$ cat src/rtl/pc_fifo_reader_pkg.sv
// Shared types and constants for the PC/instruction-field FIFO read endpoint.
// Word width, FSM state encoding and default depth live here.
package pc_fifo_reader_pkg;

  localparam int WORD_W    = 11;
  localparam int DEPTH_DEF = 8;

  typedef enum logic [1:0] {
    IDLE    = 2'd0,
    WAIT    = 2'd1,
    PRESENT = 2'd2
  } state_t;

endpackage

$ cat src/rtl/pc_fifo_mem.sv
// DEPTH x WORD_W register array.
// Synchronous write, combinational read, no reset on contents.
module pc_fifo_mem
  import pc_fifo_reader_pkg::*;
#(
  parameter int DEPTH = DEPTH_DEF,
  parameter int AW    = $clog2(DEPTH)
) (
  input  logic              clk,
  input  logic              we,
  input  logic [AW-1:0]     waddr,
  input  logic [WORD_W-1:0] wdata,
  input  logic [AW-1:0]     raddr,
  output logic [WORD_W-1:0] rdata
);

  logic [WORD_W-1:0] mem [DEPTH];

  always_ff @(posedge clk) begin
    if (we) begin
      mem[waddr] <= wdata;
    end
  end

  assign rdata = mem[raddr];

endmodule

$ cat src/rtl/pc_fifo_reader.sv
// Read-side endpoint of the 11-bit PC FIFO path: storage, occupancy,
// request/present/acknowledge FSM and sticky error flags.
module pc_fifo_reader
  import pc_fifo_reader_pkg::*;
#(
  parameter int DEPTH = DEPTH_DEF,
  parameter int AW    = $clog2(DEPTH)
) (
  input  logic              clk,
  input  logic              clear,
  input  logic              push,
  input  logic [WORD_W-1:0] push_data,
  input  logic              rd_req,
  input  logic              rd_ack,
  output logic [WORD_W-1:0] P,
  output logic              p_valid,
  output logic [AW:0]       count,
  output logic              empty,
  output logic              full,
  output logic              ovf_err,
  output logic              udf_err
);

  localparam logic [AW:0] CNT_MAX = (AW+1)'(DEPTH);
  localparam logic [AW:0] CNT_ONE = (AW+1)'(1);
  localparam logic [AW-1:0] PTR_ONE = AW'(1);

  state_t            state;
  state_t            state_n;
  logic [AW-1:0]     wptr;
  logic [AW-1:0]     rptr;
  logic [WORD_W-1:0] rdata;
  logic              pop;
  logic              udf_set;
  logic              accept;
  logic              ovf_set;

  pc_fifo_mem #(
    .DEPTH(DEPTH),
    .AW   (AW)
  ) u_mem (
    .clk  (clk),
    .we   (accept),
    .waddr(wptr),
    .wdata(push_data),
    .raddr(rptr),
    .rdata(rdata)
  );

  always_ff @(posedge clk) begin
    if (clear) begin
      state <= IDLE;
    end else begin
      state <= state_n;
    end
  end

  // empty reflects occupancy at cycle start, so a same-cycle push
  // can never be popped: the word is seen one cycle later.
  always_comb begin
    state_n = state;
    pop     = 1'b0;
    udf_set = 1'b0;
    unique case (state)
      IDLE: begin
        if (rd_req) begin
          if (!empty) begin
            pop     = 1'b1;
            state_n = PRESENT;
          end else begin
            udf_set = 1'b1;
            state_n = WAIT;
          end
        end
      end
      WAIT: begin
        if (!empty) begin
          pop     = 1'b1;
          state_n = PRESENT;
        end
      end
      PRESENT: begin
        if (rd_ack) begin
          if (rd_req && !empty) begin
            pop = 1'b1;
          end else begin
            state_n = IDLE;
          end
        end
      end
      default: state_n = IDLE;
    endcase
  end

  always_comb begin
    p_valid = (state == PRESENT);
    empty   = (count == '0);
    full    = (count == CNT_MAX);
    accept  = push && (!full || pop);
    ovf_set = push && full && !pop;
  end

  always_ff @(posedge clk) begin
    if (clear) begin
      P       <= '0;
      wptr    <= '0;
      rptr    <= '0;
      count   <= '0;
      ovf_err <= 1'b0;
      udf_err <= 1'b0;
    end else begin
      if (pop) begin
        P    <= rdata;
        rptr <= rptr + PTR_ONE;
      end
      if (accept) begin
        wptr <= wptr + PTR_ONE;
      end
      unique case ({accept, pop})
        2'b10:   count <= count + CNT_ONE;
        2'b01:   count <= count - CNT_ONE;
        default: count <= count;
      endcase
      if (ovf_set) begin
        ovf_err <= 1'b1;
      end
      if (udf_set) begin
        udf_err <= 1'b1;
      end
    end
  end

endmodule

$ cat config.mk
export PLATFORM = sky130hd
export DESIGN_NAME = pc_fifo_reader
export DESIGN_NICKNAME = d
export VERILOG_FILES = /design/src/rtl/pc_fifo_reader_pkg.sv /design/src/rtl/pc_fifo_mem.sv /design/src/rtl/pc_fifo_reader.sv
export SDC_FILE = /design/constraint.sdc
export NUM_CORES = 1
export LEC_CHECK = 0
export CORE_UTILIZATION = 54
export CTS_CLUSTER_DIAMETER = 100
export DETAILED_ROUTE_END_ITERATION = 8
export GPL_TIMING_DRIVEN = 0
export PLACE_DENSITY = 0.75
export RECOVER_POWER = 50
export SLEW_MARGIN = 10
export SYNTH_ARGS = -nofsm -noshare
export SYNTH_HDL_FRONTEND = slang
export SYNTH_SLANG_ARGS = --single-unit
$ cat constraint.sdc
create_clock -name clk -period 3.7 [get_ports clk]
set_input_delay 0.555 -clock clk [delete_from_list [all_inputs] [get_ports clk]]
set_output_delay 0.555 -clock clk [all_outputs]
set_load 0.02 [all_outputs]
======== Word level (Yosys, flattened, before mapping) ========
Memory sizes are Yosys's and may differ from the RTL's. A register that Yosys moved wholly into a read port is not among the register bits.
Index checks and enable logic that the tools add are counted.
Widths: inputs -> output; s select.
operators by class
  add/sub/neg operators ................... 4
  equality and inequality tests ........... 9
  muxes and demuxes ....................... 17
  reduce and logical (&&, ||, !) cells .... 12
operators with widths
  cell                 count
  $mux 2               5
  $mux 1               9
  $ne 2x2->1 const B   4
  $pmux 4 s2           1
  $add 3x1->3 const B  2
  $pmux 2 s3           1
  $add 4x1->4 const B  1
  $eq 2x1->1 const B   2
  $eq 2x2->1 const B   2
  $eq 4x4->1 const B   1
  $logic_and 1x1->1    4
  $logic_not 4->1      1
  $reduce_and 4->1     1
  $sub 4x1->4 const B  1
  $logic_not 1->1      3
  $pmux 1 s3           1
  $logic_not 2->1      1
  $reduce_bool 2->1    1
  $logic_or 1x1->1     1
storage, ports and cells
  flip-flop bits (word level) ............. 14
  bits in writable memories ............... 88
  input port bits ......................... 16
  memories kept ........................... 1
memory list
  memory     depth  width  read ports  clocked after Yosys merged registers in  write ports  RTL line           text
  u_mem.mem  8      11     1           1                                        1            pc_fifo_mem.sv:17  logic [WORD_W-1:0] mem [DEPTH];

======== Longest topological paths before layout ========
Gate-level depths: netlist of the first run.
  depth in word-level cells ............... 10
  gate-level depth with buffers ........... 11
  mapped depth without buffers ............ 11

======== Modules after synthesis ========
A second synthesis of the first run with hierarchy kept.
second synthesis, totals
  cells, all modules ...................... 270
  area total of the unflattened synthesis .. 4544.4 sq um
by module, submodules not included
  module          instances  cells an instance  area each (sq um)
  pc_fifo_mem     1          139                3437.0
  pc_fifo_reader  1          131                1107.3

======== Worst setup path after synthesis of the first run ========
Ideal clock, no wire load.
  path type ............................... input -> register
  start point ............................. input rd_ack
  end point ............................... memory u_mem.mem[0][0] (enable)
  data arrival time ....................... 2.224 ns
  data required time ...................... 3.292 ns
  setup slack ............................. 1.068 ns
  stages on the path ...................... 4
  cell sequence ........................... nand2b_1 a21oi_2 o21ai_2 nor4_1
on the way
  longest elaborated chain between the ends .. 6
ends and longest elaborated chain
  what                          RTL line              text
  start, declared               pc_fifo_reader.sv:14  input logic rd_ack,
  $mux 1                        pc_fifo_reader.sv:83  if (rd_ack) begin
  $pmux 1 s3                    pc_fifo_reader.sv:64  unique case (state)
  $logic_or 1x1->1              pc_fifo_reader.sv:99  accept = push && (!full || pop);
  $logic_and 1x1->1             pc_fifo_reader.sv:99
  $mux 1                        pc_fifo_mem.sv:20     if (we) begin
  $mux 1 (not written as such)  pc_fifo_mem.sv:21     mem[waddr] <= wdata;
  end, declared                 pc_fifo_mem.sv:17
Every way passes these cells.

======== Worst setup path in the final report of the first run ========
  start point ............................. input rd_req
  end point ............................... register count[2]
on the way
  longest elaborated chain between the ends .. 8
  elaborated cells on any way between the ends .. 11
ends and longest elaborated chain
  what                                             RTL line               text
  start, declared                                  pc_fifo_reader.sv:13   input logic rd_req,
  $logic_and 1x1->1                                pc_fifo_reader.sv:84   if (rd_req && !empty) begin
  $mux 1                                           pc_fifo_reader.sv:84
  $mux 1                                           pc_fifo_reader.sv:83
  $pmux 1 s3 (*)                                   pc_fifo_reader.sv:64
  $logic_or 1x1->1                                 pc_fifo_reader.sv:99
  $logic_and 1x1->1                                pc_fifo_reader.sv:99
  $eq 2x1->1 or $eq 2x2->1 (tied branches)         pc_fifo_reader.sv:119  unique case ({accept, pop})
  $pmux 4 s2 or $reduce_bool 2->1 (tied branches)  --
  end signal, assigned                             pc_fifo_reader.sv:120  2'b10: count <= count + CNT_ONE;
  end signal, assigned                             pc_fifo_reader.sv:121  2'b01: count <= count - CNT_ONE;
  end signal, assigned                             pc_fifo_reader.sv:122  default: count <= count;
  end, declared                                    pc_fifo_reader.sv:17   output logic [AW:0] count,
Every way passes the cells marked *; elsewhere a longest branch is shown, timed or not.
A chain may end at the register's enable or synchronous reset.

==> results of run 1 <==
## tightest hold or removal path, delay by kind of cell, from the launching register on
family	cells	cell delay (ns)
AOI/OAI and AO/OA	1	0.04
DFF	1	0.32
and+or+nand+nor	1	0.07
## worst max path at each step
stage / start / endpoint / slack (ns) / cells after the start
2_1_floorplan: rd_ack / u_mem.mem[0][0]$_DFFE_PP_ / 1.07 / 4
3_3_place_gp: rd_ack / u_mem.mem[0][2]$_DFFE_PP_ / -0.74 / 5
3_5_place_dp: rd_ack / count[2]$_SDFFE_PP0P_ / 0.27 / 12
4_1_cts: rd_ack / count[2]$_SDFFE_PP0P_ / 0.79 / 12
5_1_grt: count[1]$_SDFFE_PP0P_ / P[2]$_SDFFE_PP0N_ / 0.34 / 7
6_report: rd_req / count[2]$_SDFFE_PP0P_ / 0.54 / 12
## through the flow
step	utilization [%]	cells	cell area [µm²]	hold WS [ns]
after floorplan	-	268	4480	0.530
after global placement	62.8	404	4950	0.450
after detailed placement	63.9	410	5040	0.458
after CTS	71.8	442	5660	0.441
after global routing	71.3	442	5630	0.496
final	71.3	442	5630	0.462
## per-layer routing
| layer | vias up | routed length, µm |
|---|---|---|
| met4 | 0 | 136 |
| met5 | - | 0 |
| met1 | 1296 | 3920 |
| met3 | 15 | 534 |
| li1 | 1175 | - |
| met2 | 83 | 4320 |
## registers in the layout (all words and copies together), names as in the netlist
signal,cells
P,11
count,4
ovf_err,1
rptr,3
state,2
u_mem.mem,88
udf_err,1
wptr,3
## cell usage in the layout, fill, tap and decap left out, types with 5 or more instances in the layout
master           netlist  layout
a211oi_1              11      12
a21oi_1                5       6
clkbuf_1               8      11
clkbuf_16              0      16
clkdlybuf4s50_1        0      14
clkinv_4               0       5
dfxtp_1               25      25
dlygate4sd3_1          0      20
edfxtp_1              88      88
mux2i_1               14      14
mux4_2                22      22
nand2_1                8       8
nand2b_1               6       6
nor2_1                32      32
## final cells by class
class	instances	area [µm²]	share of cell area, %
Sequential cell	113	3140	55.9
Tap cell	102	128	2.27
Timing Repair Buffer	40	400	7.12
Buffer	14	57.6	1.02
Inverter	3	12.5	0.222
Multi-Input combinational cell	138	1260	22.4
Clock inverter	14	205	3.65
Clock buffer	18	418	7.43
## where the power goes
part	total [mW]	internal (mW)	switching, mW
combinational	0.949	0.427	0.522
sequential	1.57	1.49	0.0776
clock	1.69	1.10	0.584
## cells by family after synthesis
kind of cell | count (synthesis) | synth area share [%]
fa+ha+maj | 3 | 0.837
simple gates | 65 | 7.06
flops | 113 | 70.1
xor+xnor | 7 | 1.37
compound gates | 26 | 4.46
buf+inv | 17 | 1.76
mux | 37 | 14.4
==> results.txt, run 1 <==
The run finished with clean final reports. The number of synthesized flops with an enable pin came out at 88. The leading cell type by number of instances after synthesis is edfxtp_1. The average vias per placed instance came out at about 5.8.

The main flop type after synthesis is edfxtp_1. The power density of the placed cells is 747 mW/mm². After synthesis the cells add up to about 0.0045 mm². The global-route wire length before repair came out at between 10000 and 15000 µm. The timing-limited maximum frequency came out at 316 MHz. Setup slack on the worst reg-to-reg path comes out at roughly 0.6 ns. In the final design database the tool counted around 350 nets.

TritonCTS built the clock tree. The startpoint identified for the worst hold timing path is ovf_err$_SDFFE_PP0P_. The distinct cell type count after synthesis is 38. The final HPWL from detailed placement came out at between 5000 and 6000 µm. The path with the worst hold slack has its endpoint at ovf_err$_SDFFE_PP0P_. In the post-route analysis, the smallest setup slack over all paths is about 0.54 ns.

The length in cells of the worst reg-to-reg path is 7. The clock drives about 110 sinks. The flop and latch count out of synthesis came out at between 100 and 150. The setup path with the least slack is of type in -> reg.

The floorplan die width came out at 93.1 µm. The count of yosys warnings during synthesis is 0. The number of nets produced by synthesis is 287. The final-report hold violation count came out at 0. met2 is the most crowded layer. The fraction of synthesized cell area taken by the top area cell type came out at between 50% and 60%. The number of H-tree levels came out at 4.

The number of top-level design ports is 36. In this design, the largest share of critical-path delay is due to simple AND/OR/NAND/NOR gates. Yosys attributes the largest share of cell area to edfxtp_1 (59%), dfxtp_1 (11%), mux4_2 (11%). The critical-path maximum fanout is 8. The endpoint arrival time on the critical path came out at between 3 and 4 ns. The number of port buffers is 34. The overall power is 4.20 mW.

Global routing consumed, on the met1 layer, between 30% and 40% of the routing resources. Entering global routing, the biggest net connects 17 pins. The final routed DRC violation total is 0.

The buffer cell driving the clock tree root is clkbuf_8. The number of antenna violations at the first check in global routing is 0. The startpoint identified for the worst register-to-register timing path is count[1]$_SDFFE_PP0P_. Summed over all instances, the cell type with the most area after synthesis is edfxtp_1. OpenSTA, run right after detailed placement, puts the worst setup slack at around 0.27 ns. The total number of vias came out at roughly 2600.

The iteration count of the initial detailed-routing pass is 4. In this design, the critical path's most frequently occurring cell is nor2_1. The worst endpoint required time is 4.13 ns. The worst-case headroom to the max-slew limit is 7.70%.

The final setup skew is 0.00678 ns. The slowest cell on the critical path is a21oi_1. The worst setup path is launched from an input port. The remaining antenna violation count is 0.

The signal on the critical path passes through clkdlybuf4s50_1 > nor2_1 > a21oi_1 > nand2_1 > nor2_1 > xor2_1 > ha_1 > or3b_1 > nor2_1 > o21bai_1 > or4_1 > o2111ai_1. The path class of the tightest hold or removal check is reg -> reg. The region available for standard cell placement spans between 0.007 and 0.008 mm². After clock tree synthesis, the clock-pin slew on the worst setup and hold paths is approximately 0.060 ns. The initial cell density of the core is 56.9%. The share of async-settable or async-resettable flops after synthesis came out at 0%. The mean cell area of the mapped netlist came out at 16.7 µm².

The number of buffers created by CTS is 17. The worst register-to-register path ends at P[7]$_SDFFE_PP0N_. The hold-fix buffer count after cts is 0. The number of DRC markers after the initial detailed-route iteration came out at 166.

Measured along the y axis, the die boundary spans between 90 and 100 µm. The global-route met3 utilization came out at around 7.3%. The filler cell count in the final layout is slightly above 500. The floorplan has 32 rows. The clock latency of the later-clocked register in the worst-skew pair came out at ~0.5 ns. Setup repair after global routing left no endpoint under its margin. Routability-driven placement finished with a final weighted congestion of around 0.74.

The shortest period the worst path allows is between 3 and 4 ns. The post-CTS setup-driven buffer insertion count came out at 0. The count of maximum capacitance violations is 0. The die footprint came out at ~0.0087 mm². Global routing consumed, on the met2 layer, between 30% and 40% of the routing resources.

The sequential share of the synthesized area came out at a little over two thirds. For this design the static power due to leakage is roughly 1.9 nW. The global-route usage over all layers is approximately 23%. The largest incremental delay on the critical path is between 0.5 and 0.6 ns. Sorting the synthesized cells by how often they occur yields edfxtp_1 (88), nor2_1 (32), dfxtp_1 (25). The cell count after synthesis came out at between 200 and 300. The post-detailed-routing wire length is 8910 µm.

The maximum VDD drop came out at around 0.00043 V. The routed wire length per instance came out at between 20 and 25 µm. The count of pins over their slew limit is 0. STA classifies the critical path endpoint as a flip-flop. The number of instances resized during post-cts repair came out at 0. The final cycle utilization of the critical path is 85.4%.

The share of final-layout standard cells stronger than drive strength 1 is about a fifth. The count of final setup violators is 0. The global-route congestion overflow total came out at 0. Along the worst hold path, the cell count comes to 2. The antenna diode instance count is 0. The largest buffer count on any clock path is 2. The final-layout setup total negative slack is 0 ns. The transition time at the pin with the least slew margin came out at 1.38 ns. The area growth from synthesis to layout came out at 25.4%.

The via count of the first global-routing pass is ~2400. The number of buffers and inverters on the critical path is 1.
Note: power is estimated with default switching activity, not from simulation.
==> run 2: changes to the inputs <==
--- a/config.mk
+++ b/config.mk
@@ -11,6 +11,7 @@
 export GPL_TIMING_DRIVEN = 0
 export PLACE_DENSITY = 0.75
 export RECOVER_POWER = 50
+export REMOVE_ABC_BUFFERS = 1
 export SLEW_MARGIN = 10
 export SYNTH_ARGS = -nofsm -noshare
 export SYNTH_HDL_FRONTEND = slang
==> run 2 against run 1 <==
Critical path depth shrank 5. Count of clock-buffer cells in the layout shrank 1. Wire length shrank 6.6%. Hold slack gained 0.0043 ns. Via count shrank 3.2%. Clock skew grew 0.0039 ns. Power shrank 5.5%. Die area is the same. Fmax grew 5.4%. First-iteration DRC count grew 30%. Global-route usage shrank 1.4 points. Highest routed layer unchanged.
==> results.txt, run 2 (same netlist as run 1, synthesis figures left out) <==
The number of buffers created by CTS was 17 (unchanged). The length of routed met2 wiring came to 4270 µm (-1.1%). The number of placed cells counting well taps is 398 (-2.9%). The routed wire length per instance came out at 19.3 µm (-4.2%).

The antenna diode instance count came out at 0 (unchanged). The final routed DRC violation total is 0 (unchanged). The shortest period the worst path allows came out at 3.00 ns (-0.163 ns). The top cell types in the final layout, fill and taps aside, are edfxtp_1 (88), nor2_1 (32), dfxtp_1 (24). The number of top-level design ports was 36 (unchanged). The internal power is 2.81 mW (-7.0%).

The count of pins over their slew limit is 0 (unchanged). The final-layout setup total negative slack came to 0 ns (unchanged). The core outline area is 0.00789 mm² (unchanged). The power density of the placed cells is 717 mW/mm² (-4.0%). The flow ran to the end, and the final reports show no timing, DRC or antenna violations.

The final HPWL from detailed placement came out at 4900 µm (-11%). The global-route wire length before repair came out at 12900 µm (-6.5%). The iteration count of the initial detailed-routing pass came out at 4 (unchanged). The net switching power is 1.16 mW (-1.9%). The clock latency of the later-clocked register in the worst-skew pair was 0.51 ns (about the same). The worst slack after detailed placement came out at 0.288 ns (+0.0142 ns). The global-route congestion overflow total is 0 (unchanged). The length in cells of the worst reg-to-reg path came to 7 (unchanged). The flip-flop count of the largest register after layout is 88 (unchanged).

TritonCTS built the clock tree. The fraction of power consumed by sequential logic is 40.5% (+3.2 points). The total number of vias is 2488 (-3.2%). The final cycle utilization of the critical path is 81.0% (-4.4 points).

The count of nets after finishing is 335 (-3.2%). The met3 wirelength from detailed routing came out at 414 µm (-22%). The worst-case headroom to the max-slew limit is 17.4% (+9.7 points). u_mem.mem holds more flip-flops than any other register.

The static leakage is 1.83 nW (-3.0%). The hold-fix buffer count after cts was 0 (unchanged). The post-CTS setup-driven buffer insertion count was 0 (unchanged). The setup slack on the worst flop-to-flop path came out at 0.70 ns (+0.09 ns). The setup path with the least slack is of type reg -> reg. The worst endpoint required time is 4.05 ns (-0.08 ns). The average vias per placed instance is 5.77 (-0.68%).

The post-placement cell area was 0.00500 mm² (-0.79%). The clock-pin slew reported for the worst setup and hold paths after clock tree synthesis is 0.06 ns (about the same). The number of instances resized during post-cts repair is 0 (unchanged). The die height came out at 93.1 µm (unchanged). The number of DRC markers after the initial detailed-route iteration came out at 216 (+30%). The minimum setup slack in the final design is 0.702 ns (+0.163 ns). The clock sink count is 113 (unchanged). The routability congestion estimate from global placement was 0.690 (-6.8%). The initial cell density of the core is 56.9% (unchanged).

The worst setup path is captured at a flip-flop. The largest registers in the layout are u_mem.mem: 88 flops, P: 11 flops, count: 4 flops. The kind of start point of the critical path is a flip-flop. The area growth from synthesis to layout came out at 23.5%.

The post-detailed-routing wire length is 8320 µm (-6.6%). The number of standard cells in the layout, taps in and fillers out came out at 431 (-2.5%). The number of antenna violations at the first check in global routing was 0 (unchanged). The part of the total power dissipated in combinational logic is 22.4% (-0.2 points). The transition time at the pin with the least slew margin came out at 1.23 ns (-0.142 ns). The endpoint arrival time on the critical path is 3.35 ns (-0.24 ns). The critical-path maximum fanout came out at 16 (+8). The timing-limited maximum frequency was 334 MHz (+5.4%). The final setup skew is 0.0107 ns (+0.00390 ns). The count of maximum capacitance violations came out at 0 (unchanged). The largest buffer count on any clock path came out at 2 (unchanged). The die footprint is 0.00867 mm² (unchanged). The remaining antenna violation count came out at 0 (unchanged). The count of final setup violators came to 0 (unchanged). The global-route usage over all layers was 21.4% (-1.4 points). The final standard cell area without fillers was 0.00554 mm² (-1.6%).

The cell depth of the worst min-delay path was 2 (unchanged). The number of port buffers came to 35 (+2.9%). The detailed router used layers up to and including met4.

The min-delay analysis places its worst path in the category reg -> reg. The maximum number of pins on one net before global-route repair came out at 29 (+12). The via count of the first global-routing pass came out at 2441 (-0.041%). The routed metal-1 wire length came out at 3540 µm (-9.8%).

Setup repair after global routing left no endpoint under its margin. The maximum VDD drop came out at 0.000528 V (+23%). The switching share of power is 29.3% (+1.1 points). The relative contribution of the clock network to total power came to 37.1% (-3.1 points). The final-report hold violation count is 0 (unchanged).

The number of H-tree levels came out at 4 (unchanged). The overall power is 3.97 mW (-5.5%). The library cell used most frequently in the layout, excluding fill and tap cells, is edfxtp_1.

The standard-cell row count came to 32 (unchanged). The floorplan die width is 93.1 µm (unchanged). The tree is rooted in a clkbuf_8.

The share of final-layout standard cells stronger than drive strength 1 came out at 21.0% (+0.38 points).
-- run 2: power by group through the flow --
stage	clock network (mW)	logic, mW	registers (mW)
2_1_floorplan	0	0.470	1.73
3_3_place_gp	0	0.842	1.67
3_5_place_dp	0	0.917	1.64
4_1_cts	1.50	0.928	1.61
5_1_grt	1.55	0.972	1.62
6_report	1.47	0.889	1.61
-- run 2: path summary, 6_finish.rpt --
| path | startpoint | endpoint |
|---|---|---|
| hold reg to reg | udf_err$_SDFFE_PP0P_ | udf_err$_SDFFE_PP0P_ |
| setup / recovery | count[1]$_SDFFE_PP0P_ | count[0]$_SDFFE_PP0P_ |
| setup reg to reg | count[1]$_SDFFE_PP0P_ | count[0]$_SDFFE_PP0P_ |
| hold / removal | udf_err$_SDFFE_PP0P_ | udf_err$_SDFFE_PP0P_ |
-- run 2: worst max-delay path: stages, from the launching register on --
cell	delay (ns)
dfxtp_1	0.51
or4_1	0.30
clkinvlp_2	0.24
a211oi_4	0.53
clkbuf_1	0.70
mux2i_1	0.34
xnor2_1	0.15
nor2_1	0.05
-- run 2: through the flow --
stage | hold WS (ns) | util [%]
CTS | 0.484 | 70.4
detailed placement | 0.474 | 63.4
floorplan | 0.527 | -
finish | 0.466 | 70.2
global placement | 0.452 | 62.1
global route | 0.487 | 70.2
-- run 2: metal layers --
| layer | global-route usage, % | vias up |
|---|---|---|
| met5 | 0 | - |
| met1 | 26.1 | 1256 |
| met2 | 35.3 | 69 |
| met3 | 6.50 | 9 |
| li1 | - | 1154 |
| met4 | 9.87 | 0 |
-- run 2: layout make-up --
cell class	count	area [µm²]
clock inverters	15	138
fillers	493	2350
well taps	102	128
multi-input cells	138	1270
inverters	3	12.5
clock buffers	17	414
flip-flops and latches	113	3140
repair buffers	43	429
==> run 3: changes to the inputs <==
--- a/config.mk
+++ b/config.mk
@@ -5,7 +5,7 @@
 export SDC_FILE = /design/constraint.sdc
 export NUM_CORES = 1
 export LEC_CHECK = 0
-export CORE_UTILIZATION = 54
+export CORE_UTILIZATION = 52
 export CTS_CLUSTER_DIAMETER = 100
 export DETAILED_ROUTE_END_ITERATION = 8
 export GPL_TIMING_DRIVEN = 0
==> constraint.sdc (replaced) <==
create_clock -name clk -period 2.6 [get_ports clk]
set_input_delay 0.39 -clock clk [delete_from_list [all_inputs] [get_ports clk]]
set_output_delay 0.39 -clock clk [all_outputs]
set_load 0.02 [all_outputs]
==> run 3 against run 2 <==
The run now ends with negative setup slack left. Count of clock-buffer cells in the layout up 1. Sequential power increased by 44%. Wire length rose by 9.2%. Highest routed layer unchanged.
==> results.txt, run 3 (same netlist as run 1, synthesis figures left out) <==
The flip-flop count of the largest register after layout is 88 (unchanged). The number of antenna violations at the first check in global routing came out at 0 (unchanged). The transition time at the pin with the least slew margin came out at 1.18 ns (-0.0549 ns).

The library cell used most frequently in the layout, excluding fill and tap cells, is edfxtp_1. The clock sink count is 113 (unchanged). The final cycle utilization of the critical path is 103% (+22 points).

The average vias per placed instance is 5.82 (+0.80%). The number of DRC markers after the initial detailed-route iteration came out at 164 (-24%). The filler cell count in the final layout came out at 543 (+10%).

The global-route usage over all layers is 22.2% (+0.78 points). The number of top-level design ports came out at 36 (unchanged). The die footprint is 0.00900 mm² (+3.8%).

The global-route track usage on met2 is 37.5% (+2.2 points). The number of placed cells counting well taps was 400 (+0.50%). The final setup skew came out at 0.00694 ns (-0.00374 ns). The count of maximum capacitance violations came out at 0 (unchanged). The count of pins over their slew limit is 0 (unchanged). The net switching power came out at 1.73 mW (+48%). In the final layout, the registers with the most flip-flops are u_mem.mem: 88 flops, P: 11 flops, count: 4 flops. The largest incremental delay on the critical path came out at 0.59 ns (-0.11 ns). The root buffer cell chosen for the clock tree is clkbuf_8. The maximum VDD drop came out at 0.000976 V (+85%). The core outline area came out at 0.00830 mm² (+5.2%). The post-detailed-routing wire length was 9090 µm (+9.2%). The antenna diode instance count is 0 (unchanged). The routability congestion estimate from global placement is 0.675 (-2.0%). The floorplan die width came out at 94.9 µm (+1.9%). The area growth from synthesis to layout came out at 25.9%. Setup repair after global routing could not meet its margin everywhere.

Traced cell by cell, the critical path runs through or4_4 > nand2_4 > nor2_1 > xor2_1 > ha_2 > or3b_4 > mux2_2 > or3_1 > o2111ai_1. The iteration count of the initial detailed-routing pass came out at 4 (unchanged). The count of nets after finishing is 337 (+0.60%). The minimum setup slack in the final design is -0.0738 ns (-0.776 ns).

The final-report hold violation count came out at 0 (unchanged). The timing-limited maximum frequency is 374 MHz (+12%). The global-route wire length before repair is 13900 µm (+8.2%). The power density of the placed cells is 1040 mW/mm² (+45%). The setup slack on the worst flop-to-flop path is -0.07 ns (-0.78 ns).

The endpoint arrival time on the critical path is 3.09 ns (-0.26 ns). The maximum number of pins on one net before global-route repair came out at 28 (-3.4%). The beginning of the worst register-to-register path is count[1]$_SDFFE_PP0P_.

The standard-cell row count came out at 33 (+3.1%). The number of H-tree levels came to 4 (unchanged). The number of standard cells in the layout, taps in and fillers out is 436 (+1.2%).

The number of buffers created by CTS was 17 (unchanged). The die height came out at 94.9 µm (+1.9%). The type of the most critical hold path is reg -> reg. The static leakage came out at 1.85 nW (+1.4%). The hold-fix buffer count after cts came out at 0 (unchanged). For hold timing, the worst endpoint is udf_err$_SDFFE_PP0P_. The combined flip-flop and latch cell area was 0.00315 mm² (+0.20%).

The kind of start point of the critical path is a flip-flop. The checks that failed: negative setup slack. The library cells used most frequently in the layout, excluding fill and tap cells, are edfxtp_1 (88), nor2_1 (27), mux4_2 (22), clkdlybuf4s50_1 (22), dfxtp_1 (21).

The final routed DRC violation total is 0 (unchanged). The multi-input logic area is 0.00134 mm² (+5.6%). The worst flop-to-flop path endpoint is count[2]$_SDFFE_PP0P_. The count of final setup violators is 1 (+1).

The fraction of power consumed by sequential logic is 39.4% (-1.1 points). The total number of vias is 2537 (+2.0%). The final HPWL from detailed placement came to 4920 µm (+0.43%). The initial cell density of the core is 54.0% (-2.8 points). The critical-path maximum fanout came to 6 (-10). In this run the most critical hold path is launched from udf_err$_SDFFE_PP0P_. The worst path buffer plus inverter count was 0 (-2). The worst-case headroom to the max-slew limit was 21.2% (+3.8 points). The clock tree from TritonCTS is built. The flow ran to the end, but the final reports show violations. The critical path is of the reg -> reg type. The category of the worst setup path capture point is a flip-flop.

The share of final-layout standard cells stronger than drive strength 1 came out at 26.3% (+5.3 points). The global-route congestion overflow total came out at 0 (unchanged). The routed wire length per instance is 20.8 µm (+7.9%).

The part of the total power dissipated in combinational logic is 23.8% (+1.4 points). The dominant delay contributor by cell family on the critical path is simple AND/OR/NAND/NOR gates. The number of port buffers came out at 35 (unchanged). The slowest cell on the critical path is or4_4. Ranked by flip-flop count, first place goes to u_mem.mem.

The clock latency of the later-clocked register in the worst-skew pair was 0.51 ns (about the same). The busiest layer in global routing is met2. The clock-pin slew reported for the worst setup and hold paths after clock tree synthesis is 0.05 ns (about the same).

The remaining antenna violation count is 0 (unchanged). The overall power came to 5.89 mW (+48%). The internal power came to 4.16 mW (+48%).

The global-route met3 utilization came to 6.04% (-0.47 points). The largest buffer count on any clock path is 2 (unchanged). The via count of the first global-routing pass came out at 2461 (+0.82%). The shortest period the worst path allows came to 2.67 ns (-0.324 ns).

The switching share of power came out at 29.3% (+0.031 points). The met1 track utilization from global routing came out at 28.3% (+2.3 points). The cell depth of the worst min-delay path came out at 2 (unchanged). The worst endpoint required time is 3.01 ns (-1.04 ns). The relative contribution of the clock network to total power came out at 36.8% (-0.3 points). The length in cells of the worst reg-to-reg path came out at 9 (+2).
## run 3: cell types whose count changed in the layout (fill, tap and decap cells not counted), sizes merged
cell           before  now
clkdlybuf4s50      12   22
dlymetal6s2s        0    1
bufinv              1    2
buf                 7    9
a211oi             12   13
clkinvlp            6    5
inv                 5    3
clkinv              6    7
dlygate4sd2         0    1
dlygate4sd3        23   11
## run 3: layer usage
layer  wire length [µm]  vias up
li1                   -     1157
met3                401       12
met2               4830       73
met4                 78        0
met1               3780     1295
met5                  0        -
## run 3: area by class of cell
class / instances / share of cell area [%]
Clock buffer: 18 / 7.40
Inverter: 3 / 0.222
Multi-Input combinational cell: 139 / 23.8
Clock inverter: 14 / 2.53
Tap cell: 105 / 2.33
Timing Repair Buffer: 44 / 7.98
Sequential cell: 113 / 55.8
## run 3: how the worst max path moves through the flow
stage | startpoint | slack, ns | cells past startpoint | end
floorplan | count[0]$_SDFFE_PP0P_ | 0.04 | 10 | count[2]$_SDFFE_PP0P_
global placement | rd_ack | -1.41 | 5 | u_mem.mem[0][7]$_DFFE_PP_
detailed placement | rd_ack | -0.63 | 12 | count[2]$_SDFFE_PP0P_
CTS | count[0]$_SDFFE_PP0P_ | -0.05 | 10 | count[2]$_SDFFE_PP0P_
global route | count[2]$_SDFFE_PP0P_ | -0.19 | 9 | count[2]$_SDFFE_PP0P_
finish | count[1]$_SDFFE_PP0P_ | -0.07 | 9 | count[2]$_SDFFE_PP0P_
## run 3: stage by stage
stage          cell area [µm²]  TNS, ns  setup slack (ns)  util (%)  hold slack, ns
3_3_place_gp              4900   -70.08             -1.41      59.0           0.453
2_1_floorplan             4420        0            0.0430         -           0.459
5_1_grt                   5650   -0.215            -0.192      68.1           0.523
6_report                  5650  -0.0738           -0.0738      68.1           0.490
4_1_cts                   5610  -0.0517           -0.0517      67.5           0.489
3_5_place_dp              5000   -22.09            -0.630      60.3           0.477
## run 3: worst min-delay path, stage by stage (launching register included)
cell and delay [ns]:
dfxtp_1 0.33, nor2_1 0.05, nor2_1 0.07
## run 3: what timing repair did
action,in CTS,in global routing
gates cloned,1,0
endpoints found under the setup margin,13,7
setup buffers,1,2
resized for setup,9,9
pin swaps,3,4
## run 3: power by group through the flow
stage	Sequential, mW	Combinational, mW	Clock (mW)
floorplan	2.46	0.668	0
global placement	2.37	1.20	0
detailed placement	2.34	1.30	0
CTS	2.33	1.38	2.18
global route	2.35	1.52	2.25
finish	2.32	1.40	2.17
